===== config.mk =====
export PLATFORM = sky130hd
export DESIGN_NAME = mem_port_arbiter_flat
export DESIGN_NICKNAME = d
export VERILOG_FILES = /design/src/rtl/mem_port_arbiter_if.sv /design/src/rtl/mem_port_arbiter.sv /design/src/flat_wrapper.sv
export SDC_FILE = /design/constraint.sdc
export NUM_CORES = 1
export LEC_CHECK = 0
export ABC_AREA = 1
export BUFFER_PORTS_ARGS = -buffer_cell sky130_fd_sc_hd__buf_2
export CORE_MARGIN = 3
export CORE_UTILIZATION = 43
export CTS_CLUSTER_DIAMETER = 30
export CTS_CLUSTER_SIZE = 25
export DETAILED_ROUTE_END_ITERATION = 6
export PLACE_DENSITY = 0.79
export SLEW_MARGIN = 30
export SYNTH_ARGS = -nofsm -noshare
export SYNTH_HDL_FRONTEND = slang
export SYNTH_SLANG_ARGS = --single-unit

===== constraint.sdc =====
create_clock -name clk -period 1.4 [get_ports clk]
set_input_delay 0.14 -clock clk [delete_from_list [all_inputs] [get_ports clk]]
set_output_delay 0.14 -clock clk [all_outputs]
set_load 0.03 [all_outputs]

===== src/rtl/mem_port_arbiter_if.sv =====
// Signal bundle between the IF/MEM pipeline stages, mem_port_arbiter and the unified memory.
// master = arbiter view, slave = pipeline + memory view.
interface mem_port_arbiter_if #(
  parameter int unsigned AW = 32,
  parameter int unsigned DW = 32
);
  logic          if_req;
  logic [AW-1:0] if_addr;
  logic          if_flush;
  logic          if_done;
  logic [DW-1:0] if_rdata;

  logic          mem_req;
  logic          mem_we;
  logic [AW-1:0] mem_addr;
  logic [DW-1:0] mem_wdata;
  logic          mem_done;
  logic [DW-1:0] mem_rdata;

  logic          m_req;
  logic          m_we;
  logic [AW-1:0] m_addr;
  logic [DW-1:0] m_wdata;
  logic          m_ready;
  logic          m_rvalid;
  logic [DW-1:0] m_rdata;

  logic          stall_f;
  logic          stall_m;
  logic          bus_err;

  modport master (
    input  if_req, if_addr, if_flush,
    output if_done, if_rdata,
    input  mem_req, mem_we, mem_addr, mem_wdata,
    output mem_done, mem_rdata,
    output m_req, m_we, m_addr, m_wdata,
    input  m_ready, m_rvalid, m_rdata,
    output stall_f, stall_m, bus_err
  );

  modport slave (
    output if_req, if_addr, if_flush,
    input  if_done, if_rdata,
    output mem_req, mem_we, mem_addr, mem_wdata,
    input  mem_done, mem_rdata,
    input  m_req, m_we, m_addr, m_wdata,
    output m_ready, m_rvalid, m_rdata,
    input  stall_f, stall_m, bus_err
  );
endinterface


===== src/rtl/mem_port_arbiter.sv =====
// Shares one memory port between fetch and load/store, data side first, one
// transaction at a time, with fetch kill on flush and a hung-transaction timeout.
module mem_port_arbiter #(
  parameter int unsigned AW      = 32,
  parameter int unsigned DW      = 32,
  parameter int unsigned TIMEOUT = 64
) (
  input  logic               clk,
  input  logic               reset,
  mem_port_arbiter_if.master bus
);

  localparam int unsigned CW = $clog2(TIMEOUT) + 1;

  localparam logic [1:0] S_IDLE  = 2'd0;
  localparam logic [1:0] S_ISSUE = 2'd1;
  localparam logic [1:0] S_WAIT  = 2'd2;

  logic [1:0]    r_state;
  logic [1:0]    w_state_nxt;
  logic          r_owner_d;
  logic          r_kill;
  logic [CW-1:0] r_cnt;
  logic          r_m_req;
  logic          r_m_we;
  logic [AW-1:0] r_m_addr;
  logic [DW-1:0] r_m_wdata;
  logic          r_if_done;
  logic          r_mem_done;
  logic [DW-1:0] r_if_rdata;
  logic [DW-1:0] r_mem_rdata;
  logic          r_bus_err;

  logic          w_grant_d;
  logic          w_grant_f;
  logic          w_complete;
  logic          w_abort;
  logic          w_finish;
  logic          w_busy;
  logic          w_timeout;
  logic          w_kill;
  logic          w_if_pend;
  logic          w_mem_pend;
  logic [DW-1:0] w_rdata;

  // A requester whose done is pulsing this cycle is already served; do not re-grant it.
  assign w_if_pend  = bus.if_req  & ~r_if_done;
  assign w_mem_pend = bus.mem_req & ~r_mem_done;
  assign w_busy     = (r_state != S_IDLE);
  assign w_timeout  = (r_cnt == CW'(TIMEOUT - 1));
  assign w_finish   = w_complete | w_abort;
  assign w_kill     = r_kill | bus.if_flush;
  assign w_rdata    = (w_complete && !r_m_we) ? bus.m_rdata : '0;

  always_ff @(posedge clk) begin
    if (reset) r_state <= S_IDLE;
    else       r_state <= w_state_nxt;
  end

  // Next state: response beats timeout in WAIT, timeout beats accept in ISSUE.
  always_comb begin
    w_state_nxt = r_state;
    w_grant_d   = 1'b0;
    w_grant_f   = 1'b0;
    w_complete  = 1'b0;
    w_abort     = 1'b0;
    case (r_state)
      S_IDLE: begin
        if (w_mem_pend) begin
          w_grant_d   = 1'b1;
          w_state_nxt = S_ISSUE;
        end else if (w_if_pend) begin
          w_grant_f   = 1'b1;
          w_state_nxt = S_ISSUE;
        end
      end
      S_ISSUE: begin
        if (w_timeout) begin
          w_abort     = 1'b1;
          w_state_nxt = S_IDLE;
        end else if (bus.m_ready) begin
          w_state_nxt = S_WAIT;
        end
      end
      S_WAIT: begin
        if (bus.m_rvalid) begin
          w_complete  = 1'b1;
          w_state_nxt = S_IDLE;
        end else if (w_timeout) begin
          w_abort     = 1'b1;
          w_state_nxt = S_IDLE;
        end
      end
      default: w_state_nxt = S_IDLE;
    endcase
  end

  always_ff @(posedge clk) begin
    if (reset) begin
      r_owner_d   <= 1'b0;
      r_kill      <= 1'b0;
      r_cnt       <= '0;
      r_m_req     <= 1'b0;
      r_m_we      <= 1'b0;
      r_m_addr    <= '0;
      r_m_wdata   <= '0;
      r_if_done   <= 1'b0;
      r_mem_done  <= 1'b0;
      r_if_rdata  <= '0;
      r_mem_rdata <= '0;
      r_bus_err   <= 1'b0;
    end else begin
      r_if_done  <= 1'b0;
      r_mem_done <= 1'b0;
      r_m_req    <= (w_state_nxt == S_ISSUE);

      if (w_grant_d || w_grant_f) begin
        r_owner_d <= w_grant_d;
        r_m_addr  <= w_grant_d ? bus.mem_addr  : bus.if_addr;
        r_m_we    <= w_grant_d & bus.mem_we;
        r_m_wdata <= w_grant_d ? bus.mem_wdata : '0;
        r_cnt     <= '0;
        r_kill    <= 1'b0;
      end else if (w_busy) begin
        r_cnt <= r_cnt + CW'(1);
      end

      if (w_busy && !r_owner_d && bus.if_flush) r_kill <= 1'b1;

      // Killed fetches finish on the bus but never reach the pipeline.
      if (w_finish) begin
        r_kill <= 1'b0;
        if (r_owner_d) begin
          r_mem_done  <= 1'b1;
          r_mem_rdata <= w_rdata;
        end else if (!w_kill) begin
          r_if_done  <= 1'b1;
          r_if_rdata <= w_rdata;
        end
      end

      if (w_abort) r_bus_err <= 1'b1;
    end
  end

  assign bus.m_req     = r_m_req;
  assign bus.m_we      = r_m_we;
  assign bus.m_addr    = r_m_addr;
  assign bus.m_wdata   = r_m_wdata;
  assign bus.if_done   = r_if_done;
  assign bus.if_rdata  = r_if_rdata;
  assign bus.mem_done  = r_mem_done;
  assign bus.mem_rdata = r_mem_rdata;
  assign bus.bus_err   = r_bus_err;
  assign bus.stall_f   = w_if_pend;
  assign bus.stall_m   = w_mem_pend;

endmodule


===== src/flat_wrapper.sv =====
// flat-port wrapper written by rule: the top's interface ports become plain ports
module mem_port_arbiter_flat 
#(
  parameter int unsigned AW      = 32,
  parameter int unsigned DW      = 32,
  parameter int unsigned TIMEOUT = 64
)
  (clk, reset, bus_if_req, bus_if_addr, bus_if_flush, bus_if_done, bus_if_rdata, bus_mem_req, bus_mem_we, bus_mem_addr, bus_mem_wdata, bus_mem_done, bus_mem_rdata, bus_m_req, bus_m_we, bus_m_addr, bus_m_wdata, bus_m_ready, bus_m_rvalid, bus_m_rdata, bus_stall_f, bus_stall_m, bus_bus_err);
  mem_port_arbiter_if #(.AW(AW), .DW(DW)) bus_i ();
  input  logic clk;
  input  logic reset;
  input wire logic [$bits(bus_i.if_req)-1:0] bus_if_req;
  input wire logic [$bits(bus_i.if_addr)-1:0] bus_if_addr;
  input wire logic [$bits(bus_i.if_flush)-1:0] bus_if_flush;
  output wire logic [$bits(bus_i.if_done)-1:0] bus_if_done;
  output wire logic [$bits(bus_i.if_rdata)-1:0] bus_if_rdata;
  input wire logic [$bits(bus_i.mem_req)-1:0] bus_mem_req;
  input wire logic [$bits(bus_i.mem_we)-1:0] bus_mem_we;
  input wire logic [$bits(bus_i.mem_addr)-1:0] bus_mem_addr;
  input wire logic [$bits(bus_i.mem_wdata)-1:0] bus_mem_wdata;
  output wire logic [$bits(bus_i.mem_done)-1:0] bus_mem_done;
  output wire logic [$bits(bus_i.mem_rdata)-1:0] bus_mem_rdata;
  output wire logic [$bits(bus_i.m_req)-1:0] bus_m_req;
  output wire logic [$bits(bus_i.m_we)-1:0] bus_m_we;
  output wire logic [$bits(bus_i.m_addr)-1:0] bus_m_addr;
  output wire logic [$bits(bus_i.m_wdata)-1:0] bus_m_wdata;
  input wire logic [$bits(bus_i.m_ready)-1:0] bus_m_ready;
  input wire logic [$bits(bus_i.m_rvalid)-1:0] bus_m_rvalid;
  input wire logic [$bits(bus_i.m_rdata)-1:0] bus_m_rdata;
  output wire logic [$bits(bus_i.stall_f)-1:0] bus_stall_f;
  output wire logic [$bits(bus_i.stall_m)-1:0] bus_stall_m;
  output wire logic [$bits(bus_i.bus_err)-1:0] bus_bus_err;
  assign bus_i.if_req = bus_if_req;
  assign bus_i.if_addr = bus_if_addr;
  assign bus_i.if_flush = bus_if_flush;
  assign bus_if_done = bus_i.if_done;
  assign bus_if_rdata = bus_i.if_rdata;
  assign bus_i.mem_req = bus_mem_req;
  assign bus_i.mem_we = bus_mem_we;
  assign bus_i.mem_addr = bus_mem_addr;
  assign bus_i.mem_wdata = bus_mem_wdata;
  assign bus_mem_done = bus_i.mem_done;
  assign bus_mem_rdata = bus_i.mem_rdata;
  assign bus_m_req = bus_i.m_req;
  assign bus_m_we = bus_i.m_we;
  assign bus_m_addr = bus_i.m_addr;
  assign bus_m_wdata = bus_i.m_wdata;
  assign bus_i.m_ready = bus_m_ready;
  assign bus_i.m_rvalid = bus_m_rvalid;
  assign bus_i.m_rdata = bus_m_rdata;
  assign bus_stall_f = bus_i.stall_f;
  assign bus_stall_m = bus_i.stall_m;
  assign bus_bus_err = bus_i.bus_err;
  mem_port_arbiter #(.AW(AW), .DW(DW), .TIMEOUT(TIMEOUT)) u_core (.clk(clk), .reset(reset), .bus(bus_i));
endmodule

# --- Word level (Yosys, flattened, before mapping) ---
# Cells that the tools add are included.
# Widths: inputs -> output; s select.
word_totals:
  register_bits: 144
op_classes:
  mux: 24
  reduce_logical: 15
  add_sub_neg: 1
  n_eq_ne: 4
  bitwise: 10
op_table:
  columns: ["cell", "n"]
  rows:
  - ["$mux 32", 3]
  - ["$mux 1", 13]
  - ["$mux 2", 6]
  - ["$add 7x1->7 const B", 1]
  - ["$eq 7x6->1 const B", 1]
  - ["$pmux 2 s3", 1]
  - ["$reduce_or 2->1", 3]
  - ["$not 1->1", 5]
  - ["$eq 2x1->1 const B", 2]
  - ["$reduce_bool 2->1", 2]
  - ["$and 1x1->1", 3]
  - ["$logic_and 1x1->1", 3]
  - ["$reduce_and 3->1", 1]
  - ["$reduce_or 3->1", 1]
  - ["$eq 2x2->1 const B", 1]
  - ["$logic_not 1->1", 2]
  - ["$logic_not 2->1", 1]
  - ["$or 1x1->1", 2]
  - ["$pmux 1 s2", 1]
  - ["$reduce_and 2->1", 1]
  - ["$logic_or 1x1->1", 1]

# --- Longest topological paths before layout ---
logic_depth:
  word_depth: 8
  mapped_depth: 11
  mapped_depth_nobuf: 10

# --- Worst setup path after synthesis ---
# OpenSTA, ideal clock, no wires.
synth_timing:
  path_type: "reg-to-reg"
  start: "reg u_core.r_state[1]"
  end: "reg u_core.r_mem_rdata[22] (netlist: u_core.bus.mem_rdata[22])"
  setup_slack_ps: -148
  path_buffers: 2
  synth_period_minus_slack_ps: 1548
  t_required_ps: 1285
  setup_ps: 115
  arrival_time_ps: 1433
  path_stages_with_launch: 12
  cell_sequence: "dfxtp_1 inv_1 ha_1 inv_1 a21oi_1 nand2_1 nand2_2 buf_6 buf_6 nand3_1 nand2_1 nor2_1"
synth_via:
  elab_chain_cells: 4
  word_cells_on_any_way: 8
synth_lines:
  columns: ["element", "line", "text"]
  rows:
  - ["start: declaration", "mem_port_arbiter.sv:19", "logic [1:0] r_state;"]
  - ["start signal: assignment", "mem_port_arbiter.sv:57", "else r_state <= w_state_nxt;"]
  - ["$eq 2x2->1 or $eq 2x1->1 (tied branches)", "mem_port_arbiter.sv:67", "case (r_state)"]
  - ["$pmux 1 s2 or $mux 1 (tied branches)", "mem_port_arbiter.sv:67", null]
  - ["$or 1x1->1 or $logic_and 1x1->1 (tied branches)", "mem_port_arbiter.sv:51, mem_port_arbiter.sv:53", null]
  - ["$reduce_and 2->1 (no line) or $mux 32 (tied branches)", null, null]
  - ["end signal: assignment", "mem_port_arbiter.sv:135", "r_mem_rdata <= w_rdata;"]
  - ["end: declaration", "mem_port_arbiter.sv:31", "logic [DW-1:0] r_mem_rdata;"]
# Parallel ways exist; a longest one is shown, timed or not.
# A chain may end at the register's enable or synchronous reset.

# --- Final worst setup path ---
layout_timing:
  start: "reg u_core.r_state[0]"
  end: "reg u_core.r_mem_rdata[25] (netlist: u_core.bus.mem_rdata[25])"
# Same word-level chain as after synthesis.

==> results_dict.tcl <==
set metrics [dict create \
    final_core_util_pct 68.7 \
    rsz0062_at_grt "true" \
    pwr-share-clk_pct 34.4 \
    ys_seq_elements 144 \
    drtAntennaViolNets 0 \
    hold_path_class "primary input to flop" \
    fin_ws_ns -0.297 \
    clock_skew_ns 0.00693 \
    syn2layout_area_growth_pct 55.6 \
    vias 7036 \
    cts_max_level 4 \
    ys_warn_count 0 \
    power_per_cell_area_nw_per_um2 1350 \
    synth.distinct_cells 27 \
    synth_top_area_share_pct 46.7 \
    relSlewSlack_pct 76.3 \
    swShare_pct 33.9 \
    power_leakage_nw 4.55 \
    initial_core_util_pct 44.1 \
    worstPathMaxFanout 5 \
    dieWidth_um 126 \
    clk_pin_slew_ns 0.06 \
    vdd_drop_max_v 0.000891 \
    cts_buffers 17 \
    layout_common_cells "buf_2 (269), dfxtp_1 (139), nand2_1 (117)" \
    slowest_stage "dfxtp_4" \
    cts_root_buffer "clkbuf_16" \
    clk-insertion-delay-late_ns 0.41 \
    wl_met1_mm 8.21 \
    grt_pass1_wl_mm 32.6 \
    min_from "bus_mem_addr[1]" \
    grtUsageTotal_pct 25.0 \
    firstDrtPassIters 5 \
    cts_tree "yes" \
    reg2reg_from "u_core.r_state[0]" \
    gp_congestion 0.794 \
    synth-seq-area-share_pct 46.7 \
    seq_power_share_pct 36.3 \
    worst_pin_slew_ns 0.355 \
    drive_above_1_share_pct 38.8 \
    synth_area_leaders "dfxtp_1 (47%), nand3_1 (11%), nand2_1 (7.8%)" \
    slowest_delay_ns 0.37 \
    status "complete, but fails checks" \
    crit_path_start "u_core.r_state[0]" \
    placed_area_um2 8080 \
    syn_inst 829 \
    drv_slew 0 \
    wl_met2_mm 10.2 \
    dp.cells 1249 \
    p_comb_share_pct 29.3 \
    period_minus_slack_ns 1.70 \
    criticalPathCategory "flop to flop" \
    min_period_over_period_pct 121 \
    dieArea_um2 15800 \
    fin_setup_tns_ns -10.19 \
    stdcell_count 1339 \
    grt_pass1_vias 6497 \
    crit_chain "inv_4 > ha_4 > nand2_2 > a21oi_4 > nand2_4 > nand2_8 > buf_12 > buf_16 > a21oi_1 > nor2_1" \
    place_ws_ns -0.249 \
    portBuffers 270 \
    arrival_ns 1.99 \
    netlist_area_um2 6170 \
    p_int_mw 8.60 \
    hold_violations 0 \
    violations "negative setup slack" \
    end_kind "flop" \
    syn_area_per_cell_um2 7.45 \
    drt_wl_total_mm 21.2 \
    final_common_cell "buf_2" \
    vias_per_cell 5.25 \
    fin_area_um2 9610 \
    cap_viol_max_count 0 \
    top_layer "met4" \
    grt-ovfl-total 0 \
    drc 0 \
    synth_top_area_cell "dfxtp_1" \
    fin_nets 1285 \
    met3_wirelength_mm 1.88 \
    die_h_um 126 \
    hpwl_mm 13.0 \
    setup_viol 67 \
    startpoint_type "flop" \
    core-area_um2 14000 \
    synth_nets 970 \
    antenna_found_initial 2 \
    cp_data_required_time_ns 1.69 \
    fmax_ghz 0.589 \
    grt_max_degree 72 \
    clock_path_buffers 2 \
    io_pins 271 \
    num_rows 43 \
    net-switching-power_mw 4.41 \
    clock_sinks 144 \
    drt_iter0_drc 555 \
    wire_per_inst_um 15.8 \
]
==> sequential cells by signal, summed over array words and instances (netlist names) <==
| register | cells |
|---|---|
| u_core.bus.mem_done | 1 |
| u_core.bus.m_we | 1 |
| u_core.bus.m_wdata | 32 |
| u_core.r_cnt | 7 |
| u_core.bus.if_rdata | 32 |
| u_core.bus.mem_rdata | 32 |
| u_core.bus.bus_err | 1 |
| u_core.r_state | 2 |
| u_core.r_kill | 1 |
| u_core.bus.m_req | 1 |
| u_core.bus.m_addr | 32 |
| u_core.bus.if_done | 1 |
| u_core.r_owner_d | 1 |
==> worst max-delay path, delay by kind of cell (launching register included) <==
family          cells  cell delay, ns
compound gates      2            0.27
flops               1            0.37
buf+inv             3            0.33
simple gates        4            0.44
fa+ha+maj           1            0.17
==> synthesized netlist by cell type, drive strengths merged <==
cell / n
dfxtp: 144
nand3: 131
nand2: 130
nor2: 112
a21oi: 67
inv: 58
buf: 39
o21ai: 34
clkbuf: 33
o211ai: 33
o31ai: 32
ha: 5
nor3: 4
a21boi: 1
a22oi: 1
clkinv: 1
nand4: 1
nor3b: 1
xnor2: 1
xor2: 1
==> power by group through the flow <==
stage               Sequential (mW)  Clock, mW  Combinational, mW
detailed placement             4.79          0               3.27
CTS                            4.72       4.51               3.50
global placement               4.78          0               3.26
finish                         4.72       4.48               3.82
floorplan                      5.46          0               1.46
global route                   4.76       4.73               4.11
==> metal layers <==
layer,up-vias,GRT usage [%]
met5,-,0
met3,67,7.63
met4,0,11.8
met1,3189,29.7
met2,366,41.5
li1,3414,-
==> layout make-up <==
| type | count | area, um^2 |
|---|---|---|
| Antenna cell | 2 | 5.00 |
| Clock buffer | 20 | 447 |
| Clock inverter | 12 | 134 |
| Fill cell | 1099 | 4380 |
| Inverter | 59 | 229 |
| Multi-Input combinational cell | 557 | 3110 |
| Sequential cell | 144 | 2890 |
| Tap cell | 180 | 225 |
| Timing Repair Buffer | 365 | 2560 |
==> final timing paths <==
path / endpoint / slack [ns] / cells after the start
max reg2reg: u_core.bus.mem_rdata[25] / -0.30 / 10
min reg2reg: u_core.bus.bus_err / 0.46 / 2
max: u_core.bus.mem_rdata[25] / -0.30 / 10
min: u_core.bus.m_addr[1] / 0.03 / 3
==> metrics by stage <==
| step | power [mW] | hold slack [ns] |
|---|---|---|
| after floorplan | 6.92 | 0.289 |
| after global placement | 8.03 | 0.391 |
| after detailed placement | 8.06 | 0.400 |
| after CTS | 12.7 | 0.0137 |
| after global routing | 13.6 | 0.0226 |
| final | 13.0 | 0.0290 |
==> cell families after synthesis <==
kind of cell,Yosys count,share of synthesized area (%)
AO/OA/AOI/OAI,168,16.3
XOR/XNOR,2,0.284
AND/OR/NAND/NOR,379,26.2
adder cells (fa/ha/maj),5,1.01
buffers and inverters,131,9.52
flip-flops,144,46.7
==> repair_timing <==
item,in CTS,in global routing
gates cloned,9,4
setup endpoints to repair,72,134
setup buffers,3,8
pin swaps,13,13
gates resized for setup,35,32
hold endpoints to repair,33,0
hold buffers,33,0
Power figures use the tool's default switching activity.
